File: config.mk
export PLATFORM = sky130hd
export DESIGN_NAME = attack_shift_amount_flat
export DESIGN_NICKNAME = d
export VERILOG_FILES = /design/src/rtl/synth_env_pkg.sv /design/src/rtl/attack_shift_amount_if.sv /design/src/rtl/attack_step_timer.sv /design/src/rtl/attack_shift_amount.sv /design/src/flat_wrapper.sv
export SDC_FILE = /design/constraint.sdc
export NUM_CORES = 1
export LEC_CHECK = 0
export BUFFER_PORTS_ARGS = -buffer_cell sky130_fd_sc_hd__clkbuf_2
export CAP_MARGIN = 20
export CORE_MARGIN = 1.5
export CORE_UTILIZATION = 25
export CTS_BUF_LIST = sky130_fd_sc_hd__clkbuf_4 sky130_fd_sc_hd__clkbuf_8
export DETAILED_ROUTE_END_ITERATION = 7
export GPL_TIMING_DRIVEN = 0
export PLACE_DENSITY = 0.42
export RECOVER_POWER = 25
export SLEW_MARGIN = 20
export SYNTH_ARGS = -nofsm -noshare
export SYNTH_HDL_FRONTEND = slang
export SYNTH_HIERARCHICAL = 1
export SYNTH_SLANG_ARGS = --single-unit
File: constraint.sdc
create_clock -name clock -period 6.02 [get_ports clock]
set_clock_uncertainty 0.05 [all_clocks]
set_input_delay 1.204 -clock clock [delete_from_list [all_inputs] [get_ports clock]]
set_output_delay 1.204 -clock clock [all_outputs]
set_load 0.02 [all_outputs]
File: src/rtl/synth_env_pkg.sv
// Shared envelope definitions for the voice path stages (attack, decay,
// release).
//   env_state_e         : common envelope state encoding
//   SHIFT_MAX/SHIFT_MIN : attenuation shift limits (15 = silent, 0 = full)
//   BASE_PERIOD_DEFAULT : clocks per shift step at rate 0 (~3.9 ms @ 50 MHz)
package synth_env_pkg;

  typedef enum logic [1:0] {
    IDLE = 2'd0,
    RAMP = 2'd1,
    HOLD = 2'd2
  } env_state_e;

  localparam logic [3:0]  SHIFT_MAX           = 4'd15;
  localparam logic [3:0]  SHIFT_MIN           = 4'd0;
  localparam int unsigned BASE_PERIOD_DEFAULT = 195312;

endpackage

File: src/rtl/attack_shift_amount_if.sv
// Envelope-stage bus between the envelope sequencer and the attack stage.
//   gate, attack_value : sequencer -> stage (note-on level, rate select)
//   shift_amount       : stage -> sequencer (attenuation shift)
//   busy, done         : stage -> sequencer (ramping / ramp finished)
// master = sequencer side, slave = attack stage side.
interface attack_shift_amount_if;
  logic       gate;
  logic [3:0] attack_value;
  logic [3:0] shift_amount;
  logic       busy;
  logic       done;

  modport master (
    output gate,
    output attack_value,
    input  shift_amount,
    input  busy,
    input  done
  );

  modport slave (
    input  gate,
    input  attack_value,
    output shift_amount,
    output busy,
    output done
  );
endinterface

File: src/rtl/attack_step_timer.sv
// Step-period timer for the attack stage.
// Latches period = BASE_PERIOD * (attack_value + 1) on start_i and counts
// clocks while run_i is high, giving a one-cycle step_o every period.
// Ports:
//   clock, reset    : system clock, synchronous active-high reset
//   start_i         : latch a new period and zero the counter
//   clear_i         : zero the counter (ignored when start_i is high)
//   run_i           : count enable
//   attack_value_i  : rate select, only used when start_i is high
//   step_o          : combinational tick on the last count of each period
module attack_step_timer #(
  parameter int unsigned BASE_PERIOD = 195312,
  parameter int unsigned CNT_W       = 32
) (
  input  logic       clock,
  input  logic       reset,
  input  logic       start_i,
  input  logic       clear_i,
  input  logic       run_i,
  input  logic [3:0] attack_value_i,
  output logic       step_o
);

  localparam logic [CNT_W-1:0] BASE_W = CNT_W'(BASE_PERIOD);

  logic [CNT_W-1:0] period_q, period_d;
  logic [CNT_W-1:0] cnt_q, cnt_d;
  logic             last_cnt;

  // Product is at most 16*BASE_PERIOD, so CNT_W bits never overflow.
  assign last_cnt = (cnt_q == period_q - CNT_W'(1));
  assign step_o   = run_i && !clear_i && last_cnt;

  always_comb begin
    period_d = period_q;
    cnt_d    = cnt_q;
    if (start_i) begin
      period_d = BASE_W * (CNT_W'(attack_value_i) + CNT_W'(1));
      cnt_d    = '0;
    end else if (clear_i) begin
      cnt_d = '0;
    end else if (run_i) begin
      cnt_d = last_cnt ? '0 : cnt_q + CNT_W'(1);
    end
  end

  always_ff @(posedge clock) begin
    if (reset) begin
      period_q <= BASE_W;
      cnt_q    <= '0;
    end else begin
      period_q <= period_d;
      cnt_q    <= cnt_d;
    end
  end

endmodule

File: src/rtl/attack_shift_amount.sv
// Attack-stage envelope generator: after a note-on, walks the attenuation
// shift from 15 (silent) down to 0 (full scale), one step per period, then
// reports done so the sequencer can hand over to decay.
// Ports:
//   clock, reset : system clock, synchronous active-high reset
//   env (slave)  : gate, attack_value in; shift_amount, busy, done out
// Optional build macro ATTACK_INSTANT_EN: attack_value = 0 on note-on jumps
// straight to full scale (HOLD) without ramping.
//
// state | meaning
// IDLE  | no note; shift 15, waiting for a gate rising edge
// RAMP  | stepping shift down by one each period, busy high
// HOLD  | shift 0, done high until gate drops
module attack_shift_amount
  import synth_env_pkg::*;
#(
  parameter int unsigned BASE_PERIOD = BASE_PERIOD_DEFAULT,
  parameter int unsigned CNT_W       = 32
) (
  input  logic                   clock,
  input  logic                   reset,
  attack_shift_amount_if.slave   env
);

  env_state_e state_q;
  logic [3:0] shift_q;
  logic       busy_q;
  logic       done_q;
  logic       gate_q;
  logic       armed_q;
  logic       rise;
  logic       step;
  logic       tmr_start;
  logic       tmr_clear;
  logic       tmr_run;

  // armed_q keeps a gate that is held high across a reset from being seen
  // as a new note: gate must be observed low after reset before it can
  // start an attack.
  assign rise      = env.gate && !gate_q && armed_q;
  assign tmr_start = rise && (state_q == IDLE);
  assign tmr_run   = (state_q == RAMP);
  assign tmr_clear = (state_q != RAMP) || !env.gate;

  attack_step_timer #(
    .BASE_PERIOD (BASE_PERIOD),
    .CNT_W       (CNT_W)
  ) u_timer (
    .clock          (clock),
    .reset          (reset),
    .start_i        (tmr_start),
    .clear_i        (tmr_clear),
    .run_i          (tmr_run),
    .attack_value_i (env.attack_value),
    .step_o         (step)
  );

  always_ff @(posedge clock) begin
    if (reset) begin
      state_q <= IDLE;
      shift_q <= SHIFT_MAX;
      busy_q  <= 1'b0;
      done_q  <= 1'b0;
      gate_q  <= 1'b0;
      armed_q <= 1'b0;
    end else begin
      gate_q <= env.gate;
      if (!env.gate) armed_q <= 1'b1;

      case (state_q)
        IDLE: begin
          shift_q <= SHIFT_MAX;
          busy_q  <= 1'b0;
          done_q  <= 1'b0;
          if (rise) begin
`ifdef ATTACK_INSTANT_EN
            if (env.attack_value == 4'd0) begin
              state_q <= HOLD;
              shift_q <= SHIFT_MIN;
              done_q  <= 1'b1;
            end else begin
              state_q <= RAMP;
              busy_q  <= 1'b1;
            end
`else
            state_q <= RAMP;
            busy_q  <= 1'b1;
`endif
          end
        end

        RAMP: begin
          // Gate release wins over a step landing in the same cycle.
          if (!env.gate) begin
            state_q <= IDLE;
            shift_q <= SHIFT_MAX;
            busy_q  <= 1'b0;
            done_q  <= 1'b0;
          end else if (step) begin
            if (shift_q == SHIFT_MIN + 4'd1) begin
              state_q <= HOLD;
              shift_q <= SHIFT_MIN;
              busy_q  <= 1'b0;
              done_q  <= 1'b1;
            end else begin
              shift_q <= shift_q - 4'd1;
            end
          end
        end

        HOLD: begin
          if (!env.gate) begin
            state_q <= IDLE;
            shift_q <= SHIFT_MAX;
            busy_q  <= 1'b0;
            done_q  <= 1'b0;
          end
        end

        default: begin
          state_q <= IDLE;
          shift_q <= SHIFT_MAX;
          busy_q  <= 1'b0;
          done_q  <= 1'b0;
        end
      endcase
    end
  end

  assign env.shift_amount = shift_q;
  assign env.busy         = busy_q;
  assign env.done         = done_q;

endmodule

File: src/flat_wrapper.sv
// flat-port wrapper written by rule: the top's interface ports become plain ports
module attack_shift_amount_flat import synth_env_pkg::*;
#(
  parameter int unsigned BASE_PERIOD = BASE_PERIOD_DEFAULT,
  parameter int unsigned CNT_W       = 32
)
  (clock, reset, env_gate, env_attack_value, env_shift_amount, env_busy, env_done);
  attack_shift_amount_if env_i ();
  input  logic clock;
  input  logic reset;
  input wire logic [$bits(env_i.gate)-1:0] env_gate;
  input wire logic [$bits(env_i.attack_value)-1:0] env_attack_value;
  output wire logic [$bits(env_i.shift_amount)-1:0] env_shift_amount;
  output wire logic [$bits(env_i.busy)-1:0] env_busy;
  output wire logic [$bits(env_i.done)-1:0] env_done;
  assign env_i.gate = env_gate;
  assign env_i.attack_value = env_attack_value;
  assign env_shift_amount = env_i.shift_amount;
  assign env_busy = env_i.busy;
  assign env_done = env_i.done;
  attack_shift_amount #(.BASE_PERIOD(BASE_PERIOD), .CNT_W(CNT_W)) u_core (.clock(clock), .reset(reset), .env(env_i));
endmodule
==> impl_table.tex <==
\begin{tabular}{lr}
\hline
Metric & Value \\
\hline
\multicolumn{2}{l}{\textbf{Power}} \\
\quad Maximum vdd ir drop & 0.103 mV \\
\quad Power density over the cells & $\sim$240 nW/µm² \\
\quad Leakage Power & between 2 and 2.5 nW \\
\multicolumn{2}{l}{\textbf{STA}} \\
\quad Final setup margin & 0.584 ns \\
\quad Worst relative slew slack & 0.355 \\
\quad Hold violation count in the final report & 0 \\
\quad Worst hold margin & about 0.40 ns \\
\quad Setup repair after global routing missed its margin & no \\
\quad Number of setup violations in the final report & 0 \\
\quad Tcrit/Tclk final & 0.903 \\
\quad Time the worst path needs with I/O delays and setup & 5.44 ns \\
\quad Worst slew pin tran & approximately 0.96 ns \\
\quad Fmax & 0.184 GHz \\
\quad Total count of max-transition violations in the final report & 0 \\
\multicolumn{2}{l}{\textbf{Hold path}} \\
\quad Hold EP & u\_core/env.done \\
\quad Min-Delay Startpoint & u\_core/env.done \\
\quad Number of instances on the worst hold path & 2 \\
\quad Type of the worst min-delay path & register to register \\
\multicolumn{2}{l}{\textbf{Clock tree}} \\
\quad Library cell used as clock root buffer & sky130\_fd\_sc\_hd\_\_clkbuf\_8 \\
\quad Clock input transition at the sequential cells of the worst setup and hold paths & about 0.060 ns \\
\quad CTS HTree Levels & 3 \\
\quad CTS tree & built \\
\quad Insertion delay to the later sink of the worst-skew pair & about 0.35 ns \\
\quad Number of buffers created by CTS & 9 \\
\quad Number of buffers added for setup after CTS & 0 \\
\quad Clock sinks & 61 \\
\quad Clock Tree Buf Depth & 2 \\
\quad Number of hold-repair buffers added at the cts stage & 0 \\
\quad Number of resized instances in the post-cts repair step & 0 \\
\multicolumn{2}{l}{\textbf{Floorplanning}} \\
\quad Site Rows & 52 \\
\quad Die ar. & approximately 21000 µm² \\
\quad Floorplan die height & 146 µm \\
\quad Placeable core region & around 20000 µm² \\
\quad Width of the die & $\sim$150 µm \\
\quad Effective utilization at floorplan & 0.254 \\
\quad Number of placed I/O pins & 13 \\
\multicolumn{2}{l}{\textbf{Synthesis}} \\
\quad Post-Syn Instances & between 500 and 600 \\
\quad Average instance area after synthesis & 8.76 µm² \\
\quad Seq/Total Area, Yosys & 0.238 \\
\quad Async S/R FF share, synth & 0 \\
\quad Synthesized net count & around 650 \\
\quad Flip-flop and latch count after synthesis & a little over 60 \\
\quad Predominant post-synthesis flop cell & sky130\_fd\_sc\_hd\_\_dfxtp\_1 \\
\quad Distinct cells, synth & 75 \\
\quad Post-Synthesis Cell Area & slightly above 5000 µm² \\
\quad EDFF count, synth & 0 \\
\quad Number of warnings printed during yosys synthesis & 6 \\
\multicolumn{2}{l}{\textbf{Setup path}} \\
\quad Arrival time at the worst endpoint & around 5.6 ns \\
\quad Worst flop-to-flop path startpoint & u\_core/u\_timer/period\_q[4] \\
\quad Crit. End Element & register \\
\quad Reg2Reg Capture Point & u\_core/env.shift\_amount[2] \\
\quad Start-to-end type of the worst setup path & input port to register \\
\quad Critical Path Fanout Max & 9 \\
\quad Type of element launching the critical path & input port \\
\quad Data required time at the worst endpoint & about 6.2 ns \\
\quad Reg2Reg Depth & 12 \\
\quad R2r setup slk & $\sim$2.4 ns \\
\multicolumn{2}{l}{\textbf{Cells and area}} \\
\quad Sequential cell area & 1220 µm² \\
\quad Multi-input gate area & 3600 µm² \\
\quad Final non-filler cell total & between 800 and 900 \\
\quad Count of filler cells inserted in the layout & about 2200 \\
\quad \# nets final & approximately 670 \\
\quad Layout-stage area growth over the synthesis result & 11.2\% \\
\quad Antenna diodes & 0 \\
\quad Share of cells above drive strength 1 & 0.0867 \\
\quad Utilization after layout & 0.283 \\
\multicolumn{2}{l}{\textbf{Place}} \\
\quad Placement-stage worst setup slack & -0.113 ns \\
\quad GPL Wtd Cong & around 0.78 \\
\quad Inst Count DP & 867 \\
\quad Number of buffers inserted by port buffering & 12 \\
\quad Placed wire-length estimate & 10700 µm \\
\multicolumn{2}{l}{\textbf{Routing}} \\
\quad DRT iter0 DRCs & roughly 130 \\
\quad Remaining number of nets flagged by the antenna check after routing & 0 \\
\quad Drt first pass iters & 4 \\
\quad Remaining design rule violation count & 0 \\
\quad Wire per inst & 15.0 µm \\
\quad Detailed-route via count & between 4000 and 5000 \\
\quad Via density per instance & between 4 and 5 \\
\quad Total detailed-routing wirelength & about 13000 µm \\
\multicolumn{2}{l}{\textbf{GRT}} \\
\quad Total Routing Usage GR & 0.129 \\
\quad Initial antenna violation count & 0 \\
\quad Congestion Overflow GR & 0 \\
\quad First-pass GRT wire length & between 20000 and 25000 µm \\
\quad Number of global-route vias before repair & between 4000 and 5000 \\
\quad Largest net degree at the start of global routing & 11 \\
\multicolumn{2}{l}{\textbf{Run status}} \\
\quad Status & finished clean \\
\multicolumn{2}{l}{\textbf{Job}} \\
\quad Max\_cap viols & 0 \\
\hline
\end{tabular}
==> registers in the layout (all words and copies together), names as in the netlist <==
register,count
u_core/armed_q,1
u_core/env.busy,1
u_core/env.done,1
u_core/env.shift_amount,4
u_core/gate_q,1
u_core/state_q,2
u_core/u_timer/cnt_q,32
u_core/u_timer/period_q,19
==> layout by cell type, fill, tap and decap left out, types with 11 or more instances in the layout <==
cell type / count
sky130_fd_sc_hd__dfxtp_1: 61
sky130_fd_sc_hd__inv_1: 47
sky130_fd_sc_hd__xor2_1: 41
sky130_fd_sc_hd__ha_1: 39
sky130_fd_sc_hd__nand2_1: 36
sky130_fd_sc_hd__a211oi_1: 31
sky130_fd_sc_hd__xnor2_1: 28
sky130_fd_sc_hd__clkbuf_1: 25
sky130_fd_sc_hd__nor2_1: 25
sky130_fd_sc_hd__a21oi_1: 21
sky130_fd_sc_hd__nand3_1: 17
sky130_fd_sc_hd__fa_1: 17
sky130_fd_sc_hd__nor3_1: 16
sky130_fd_sc_hd__o21ai_0: 16
sky130_fd_sc_hd__nand4_1: 16
sky130_fd_sc_hd__and3_1: 13
sky130_fd_sc_hd__clkbuf_8: 11
==> routing by layer <==
metal  track usage  share of wire  wire length [µm]  up-vias
met2         0.218           0.48              6330       32
met4        0.0525          0.021               272        0
met5             0              0                 0        -
met1         0.166           0.49              6470     1993
met3        0.0163          0.014               181       14
li1              -              -                 -     2152
==> critical path, stage by stage <==
cell	delay (ns)
sky130_fd_sc_hd__clkbuf_2	0.28
sky130_fd_sc_hd__nand3_1	0.19
sky130_fd_sc_hd__xnor2_2	0.36
sky130_fd_sc_hd__inv_1	0.22
sky130_fd_sc_hd__fa_1	0.53
sky130_fd_sc_hd__inv_1	0.14
sky130_fd_sc_hd__fa_1	0.43
sky130_fd_sc_hd__ha_1	0.36
sky130_fd_sc_hd__ha_1	0.30
sky130_fd_sc_hd__clkbuf_1	0.27
sky130_fd_sc_hd__nand4b_1	0.18
sky130_fd_sc_hd__and3_1	0.23
sky130_fd_sc_hd__nor2_1	0.24
sky130_fd_sc_hd__a311oi_2	0.21
sky130_fd_sc_hd__o21a_1	0.22
sky130_fd_sc_hd__o311ai_0	0.27
==> stage by stage <==
step,power [W],instance area (µm²),TNS [ns]
3_3_place_gp,0.00106,5530,-0.203
2_1_floorplan,0.000919,5130,0
6_report,0.00139,5700,0
3_5_place_dp,0.00107,5530,-0.296
5_1_grt,0.00151,5700,0
4_1_cts,0.00141,5690,0
==> Yosys cell counts (3+ instances only) <==
library cell	instances	area (µm²)
sky130_fd_sc_hd__or3_1	4	25.0
sky130_fd_sc_hd__xnor2_1	29	254
sky130_fd_sc_hd__and2_1	3	18.8
sky130_fd_sc_hd__nand3b_1	7	52.6
sky130_fd_sc_hd__and3_1	13	81.3
sky130_fd_sc_hd__inv_1	47	176
sky130_fd_sc_hd__a21o_1	9	67.6
sky130_fd_sc_hd__nand2_1	36	135
sky130_fd_sc_hd__a211oi_1	31	233
sky130_fd_sc_hd__nand3_1	17	85.1
sky130_fd_sc_hd__nor2_1	25	93.8
sky130_fd_sc_hd__xor2_1	41	359
sky130_fd_sc_hd__a21oi_1	21	105
sky130_fd_sc_hd__mux2i_1	4	40.0
sky130_fd_sc_hd__o211ai_1	9	67.6
sky130_fd_sc_hd__nand4_1	16	100
sky130_fd_sc_hd__dfxtp_1	61	1220
sky130_fd_sc_hd__a31oi_1	6	37.5
sky130_fd_sc_hd__fa_1	17	340
sky130_fd_sc_hd__nor2b_1	7	43.8
sky130_fd_sc_hd__o22ai_1	3	18.8
sky130_fd_sc_hd__ha_1	39	488
sky130_fd_sc_hd__clkbuf_1	17	63.8
sky130_fd_sc_hd__buf_6	5	56.3
sky130_fd_sc_hd__o21a_1	5	37.5
sky130_fd_sc_hd__nor3_1	16	80.1
sky130_fd_sc_hd__nand2b_1	5	31.3
sky130_fd_sc_hd__o31ai_1	3	22.5
sky130_fd_sc_hd__nor4_1	7	43.8
sky130_fd_sc_hd__a211oi_2	7	87.6
sky130_fd_sc_hd__nor3b_1	4	30.0
sky130_fd_sc_hd__o21ai_0	16	80.1
==> layout make-up <==
class                           count  share of cell area
Tap cell                          270              0.0593
Timing Repair Buffer               12             0.00900
Buffer                             26              0.0248
Multi-Input combinational cell    450               0.631
Sequential cell                    61               0.214
Inverter                           48              0.0316
Clock buffer                       12              0.0279
Clock inverter                      2             0.00176
==> how the worst max path moves through the flow <==
stage / from / endpoint / slack (ns) / cells after the start
after floorplan: env_attack_value[0] / u_core/u_timer/period_q[19] / 0.97 / 15
after global placement: env_attack_value[0] / u_core/u_timer/period_q[19] / -0.1 / 16
after detailed placement: env_attack_value[0] / u_core/u_timer/period_q[19] / -0.11 / 16
after CTS: env_attack_value[0] / u_core/u_timer/period_q[21] / 0.25 / 16
after global routing: env_attack_value[0] / u_core/u_timer/period_q[19] / 0.11 / 16
final: env_attack_value[0] / u_core/u_timer/period_q[19] / 0.58 / 16
==> cell families after synthesis <==
group	after synthesis	synth area share
fa+ha+maj	56	0.162
buf+inv	74	0.0627
simple gates	187	0.221
compound gates	133	0.190
flops	61	0.238
mux	4	0.00781
xor+xnor	70	0.120
==> report_power, final <==
| group | internal, W | switching, W | leakage, nW |
|---|---|---|---|
| sequential | 0.000417 | 0.0000206 | 0.494 |
| combinational | 0.000264 | 0.000360 | 1.54 |
| clock | 0.000170 | 0.000158 | 0.0915 |
| total | 0.000851 | 0.000539 | 2.12 |
Power figures use the tool's default switching activity.
